==> config.mk <==
export PLATFORM = sky130hd
export DESIGN_NAME = ex_muldiv_unit
export DESIGN_NICKNAME = d
export VERILOG_FILES = /design/src/rtl/ex_muldiv_unit.sv
export SDC_FILE = /design/constraint.sdc
export NUM_CORES = 1
export LEC_CHECK = 0
export BUFFER_PORTS_ARGS = -buffer_cell sky130_fd_sc_hd__buf_2
export CAP_MARGIN = 5
export CORE_ASPECT_RATIO = 0.7
export CORE_MARGIN = 4
export CORE_UTILIZATION = 45
export DETAILED_ROUTE_END_ITERATION = 8
export PLACE_DENSITY = 0.69
export SLEW_MARGIN = 30
export SYNTH_ARGS = -nofsm -noshare
export SYNTH_HDL_FRONTEND = slang
export SYNTH_SLANG_ARGS = --single-unit
==> constraint.sdc <==
create_clock -name clk -period 5.17 [get_ports clk]
set_input_delay 1.034 -clock clk [delete_from_list [all_inputs] [get_ports clk]]
set_output_delay 1.034 -clock clk [all_outputs]
set_load 0.1 [all_outputs]
==> src/rtl/ex_muldiv_unit.sv <==
// Iterative 64-bit unsigned multiply/divide unit for the EX stage.
// One shift-add or restoring-divide step per clock; the pipeline is held via stall.
module ex_muldiv_unit (
  input  logic        clk,
  input  logic        rst_n,
  input  logic        start,
  input  logic [1:0]  op,
  input  logic [63:0] a,
  input  logic [63:0] b,
  input  logic [4:0]  rd_in,
  input  logic        flush,
  output logic        stall,
  output logic        busy,
  output logic        valid_out,
  output logic [63:0] result,
  output logic [4:0]  rd_out,
  output logic [1:0]  dbg_state
);

  typedef enum logic [1:0] {
    S_IDLE = 2'd0,
    S_MUL  = 2'd1,
    S_DIV  = 2'd2,
    S_DONE = 2'd3
  } state_t;

  state_t        state_q, state_d;
  logic [6:0]    cnt_q;
  logic [1:0]    op_q;
  logic [63:0]   a_q;
  logic [63:0]   b_q;
  logic [127:0]  prod_q;
  logic [64:0]   rem_q;
  logic [4:0]    rd_q;
  logic [63:0]   result_q;
  logic [4:0]    rd_out_q;

  // Handshake: start is a request sampled only in IDLE with flush low; the
  // request is taken on that edge, and valid_out pulses for one cycle in DONE.
  logic accept;
  logic last_iter;
  logic b_zero;
  assign accept    = (state_q == S_IDLE) && start && !flush;
  assign last_iter = (cnt_q == 7'd63);
  assign b_zero    = (b == 64'd0);

  // Shift-add: add multiplicand into the upper half when the low bit is set, then shift right.
  logic [64:0]  mul_sum;
  logic [127:0] prod_nxt;
  assign mul_sum  = {1'b0, prod_q[127:64]} + (prod_q[0] ? {1'b0, b_q} : 65'd0);
  assign prod_nxt = {mul_sum, prod_q[63:1]};

  // Restoring divide: a_q shifts the dividend out at the top and the quotient in at the bottom.
  logic [64:0] div_shift;
  logic [65:0] div_trial;
  logic        div_fit;
  logic [64:0] rem_nxt;
  logic [63:0] quo_nxt;
  assign div_shift = {rem_q[63:0], a_q[63]};
  assign div_trial = {1'b0, div_shift} - {2'b00, b_q};
  assign div_fit   = ~div_trial[65];
  assign rem_nxt   = div_fit ? div_trial[64:0] : div_shift;
  assign quo_nxt   = {a_q[62:0], div_fit};

  always_comb begin
    state_d = state_q;
    case (state_q)
      S_IDLE: if (accept) begin
        if (!op[1])     state_d = S_MUL;
        else if (b_zero) state_d = S_DONE;
        else            state_d = S_DIV;
      end
      S_MUL:  if (last_iter) state_d = S_DONE;
      S_DIV:  if (last_iter) state_d = S_DONE;
      S_DONE: state_d = S_IDLE;
      default: state_d = S_IDLE;
    endcase
    if (flush) state_d = S_IDLE;
  end

  always_ff @(posedge clk or negedge rst_n) begin
    if (!rst_n) state_q <= S_IDLE;
    else        state_q <= state_d;
  end

  always_ff @(posedge clk or negedge rst_n) begin
    if (!rst_n) begin
      cnt_q    <= 7'd0;
      op_q     <= 2'd0;
      a_q      <= 64'd0;
      b_q      <= 64'd0;
      prod_q   <= 128'd0;
      rem_q    <= 65'd0;
      rd_q     <= 5'd0;
      result_q <= 64'd0;
      rd_out_q <= 5'd0;
    end else if (accept) begin
      cnt_q  <= 7'd0;
      op_q   <= op;
      a_q    <= a;
      b_q    <= b;
      rd_q   <= rd_in;
      prod_q <= {64'd0, a};
      rem_q  <= 65'd0;
      if (op[1] && b_zero) begin
        result_q <= op[0] ? a : 64'hFFFF_FFFF_FFFF_FFFF;
        rd_out_q <= rd_in;
      end
    end else if (state_q == S_MUL) begin
      cnt_q  <= cnt_q + 7'd1;
      prod_q <= prod_nxt;
      if (last_iter && !flush) begin
        result_q <= op_q[0] ? prod_nxt[127:64] : prod_nxt[63:0];
        rd_out_q <= rd_q;
      end
    end else if (state_q == S_DIV) begin
      cnt_q <= cnt_q + 7'd1;
      rem_q <= rem_nxt;
      a_q   <= quo_nxt;
      if (last_iter && !flush) begin
        result_q <= op_q[0] ? rem_nxt[63:0] : quo_nxt;
        rd_out_q <= rd_q;
      end
    end
  end

  assign busy      = (state_q == S_MUL) || (state_q == S_DIV);
  assign stall     = busy || accept;
  assign valid_out = (state_q == S_DONE);
  assign result    = result_q;
  assign rd_out    = rd_out_q;
  assign dbg_state = state_q;

endmodule

==> reports/results.ini <==
[power]
irDropWorstVdd_mv=0.347
p_sw_frac=0.476
share_comb_of_total_power=0.506
power_spent_charging_and_discharging_nets_mw=7.91
share_seq_of_total_power=0.302
leakage_nw=14.1
pwr_density_cell_nw_per_um2=534
p_int_mw=8.72
clock_network_fraction_of_design_power=0.192

[timing]
rsz0062_at_grt=no
fin_tns_setup_ns=0
final-hold-violation-count=0
fin_crit_ns=4.49
max_freq_mhz=223
finalSetupViolations=0
slew_violations=0
worst-slew-pin-transition_ns=1.07
timing.final.crit_share=0.869
finClkSkew_ns=0.0234
max_slew_margin=0.276

[die]
ios=213
floorplan.die_area_sq_um=66400
chipHeight_um=217
design.core.area_sq_um=61500
die_w_um=306
rows=76
floorplan.initialDensity=0.455

[routing]
detailedRoute.firstIterationViolations=3288
antenna_left=0
drc_errors=0
detail_route.vias_per_cell=6.20
route.vias.total=26885
dr.pass1.iters=7
wl_per_cell_um=24.3
wl_um=105000

[synthesis]
post_synthesis_register_bit_count=404
avgSynthCellArea_sq_um=8.28
yosys_warnings=0
yosysSeqAreaShare=0.361
synthesis.nets=3657
synth_flop_cell=dfrtp_1
async_reset_ff_frac=1.00
synth_top_cells_by_area=dfrtp_1 (36%), o21ai_0 (6.5%), nand2_1 (6.5%), mux2i_1 (6.4%), ha_1 (6.0%)
netlist.top_cell.by_area=dfrtp_1
synthesis.instances=3382
synth_top_cell_area_share=0.361
synth_edf_count=0
netlist-cell-type-count=95
netlist_area_sq_um=28000

[final_layout]
most_common_cell_after_layout_fill_and_taps_aside=nand2_1
leading_cell_types_in_the_layout_fill_and_taps_excluded=nand2_1 (483), dfrtp_1 (403), o21ai_0 (358), nor2_1 (327), a21oi_1 (228)
final_layout_size_suffix_gt1_frac=0.114
area.growth.synth_to_final_pct=11.2
postLayoutCoreUtil=0.506
fillers=5875
finalNetCount=3753

[setup_path]
worst-r2r-cell-count=12
timing.critical_path.to=result[56]
critPathKind=reg -> reg
critical_path.slowest_cell=nor4_1
worstPathMaxFanout=20
cp_cell_sequence=buf_4 > and2_1 > ha_1 > nand2_2 > or4_1 > nor4_1 > o2111ai_1 > a21oi_1 > nor2_1 > mux2_2 > o41ai_1 > a31oi_1
critPathRequiredTime_ns=5.61
worst_setup_path_startpoint=prod_q[0]
crit_path_start_kind=register
regToRegSetupSlack_ns=0.68
critPathCaptureType=register
crit_arrival_ns=4.93
critical_path.reg2reg.startpoint=prod_q[0]
cp_slowest_stage_delay_ns=0.61
r2r_end=result[56]

[run]
max_cap_viol_count=0

[clock_tree]
cts-buffers-inserted=44
numClockSinks=404
cts_max_level=2
worst_skew_pair.late_latency_ns=0.60
cts_root_buf=clkbuf_16
postCtsSetupRepairBufs=0
clk_path_buf_depth=3
tritoncts=built
cts_repair_resize_count=0
post_cts_hold_fix_bufs=0
cts.reportedPaths.clkPinSlew_ns=0.06

[grt]
global_route_congestion_overflow_total=0
number_of_global_route_vias_before_repair=24196
grt_util_all_layers=0.307
antenna_found_initial=9
grt_max_degree=113
global_route_wire_length_before_repair_um=156000

[run_status]
run_status=finished clean

[placed_design]
place_congestion=0.987
hpwlAfterDp_um=81200
port_buffers=212

[hold_path]
min_path_type=in -> async

registers in the layout, summed over array words and instances, names as in the netlist:
signal / flops
prod_q: 128
b_q: 64
op_q: 1
result: 64
a_q: 64
rd_out: 5
dbg_state: 2
rem_q: 64
cnt_q: 7
rd_q: 5
stage by stage:
stage	std cells	cell area, sq um	setup slack [ns]	power [mW]	hold slack [ns]
finish	4333	31100	0.677	16.6	0.339
detailed placement	4250	29700	0.406	13.2	0.459
global route	4329	31100	0.433	17.6	0.363
floorplan	3382	28000	1.07	10.8	0.436
CTS	4328	31100	0.726	16.4	0.474
global placement	4250	29700	0.498	13.1	0.448
critical path: cells and delay by family (launching register included):
| kind | cells | cell delay [ns] |
|---|---|---|
| and+or+nand+nor | 5 | 1.64 |
| AOI/OAI and AO/OA | 4 | 1.06 |
| buffers and inverters | 1 | 0.32 |
| muxes | 1 | 0.30 |
| DFF | 1 | 0.60 |
| adders and majority gates | 1 | 0.41 |
final cells by class:
class	instances	area [sq um]	share of cell area
antenna	4	10.0	0.000321
clock buffer	65	1250	0.0402
clock inverter	13	165	0.00530
inverter	125	469	0.0151
multi-input combinational	2634	16500	0.529
sequential	404	10100	0.325
tap	819	1020	0.0329
timing repair buffer	269	1620	0.0520
Yosys cell counts, drive strengths merged (13+ instances only):
| master | number |
|---|---|
| nor4 | 24 |
| o31ai | 17 |
| or3 | 15 |
| xnor2 | 71 |
| o21ai | 369 |
| a221oi | 37 |
| inv | 125 |
| and2 | 78 |
| o21bai | 23 |
| nor3 | 33 |
| o21a | 19 |
| o221ai | 19 |
| nor2b | 15 |
| buf | 43 |
| ha | 134 |
| mux2 | 19 |
| and3 | 29 |
| o22ai | 13 |
| nand4 | 54 |
| clkbuf | 176 |
| o211ai | 23 |
| mux2i | 179 |
| nand2 | 487 |
| a211oi | 29 |
| a21oi | 228 |
| a21o | 72 |
| nor2 | 333 |
| dfrtp | 404 |
| nand2b | 13 |
| nand3 | 21 |
| xor2 | 42 |
| a31oi | 90 |
power groups by stage:
stage               Clock [mW]  Combinational (mW)  Sequential (mW)
finish                    3.19                8.42             5.02
global route              3.36                9.14             5.10
CTS                       3.23                8.19             4.95
detailed placement           0                8.17             4.99
global placement             0                8.12             4.98
floorplan                    0                6.09             4.67
worst min-delay path by stage:
stage,endpoint,cells past startpoint,slack [ns]
floorplan,rd_q[0],2,0.44
global placement,rd_q[3],2,0.45
detailed placement,rd_q[1],2,0.46
CTS,rd_q[1],2,0.47
global route,a_q[15],1,0.36
finish,prod_q[15],1,0.34
routing by layer:
| layer | wire, um | part of all wire | track usage |
|---|---|---|---|
| met1 | 48000 | 0.45 | 0.482 |
| met2 | 39700 | 0.38 | 0.398 |
| met3 | 15300 | 0.15 | 0.107 |
| met4 | 2460 | 0.023 | 0.0668 |
| met5 | 18 | 0.00017 | 0 |
logic make-up after synthesis:
group	Yosys count	synth area share
fa+ha+maj	136	0.0613
flops	404	0.361
buf+inv	344	0.0532
compound gates	1042	0.232
mux	201	0.0740
simple gates	1142	0.184
xor+xnor	113	0.0353
Note: power is estimated with default switching activity, not from simulation.
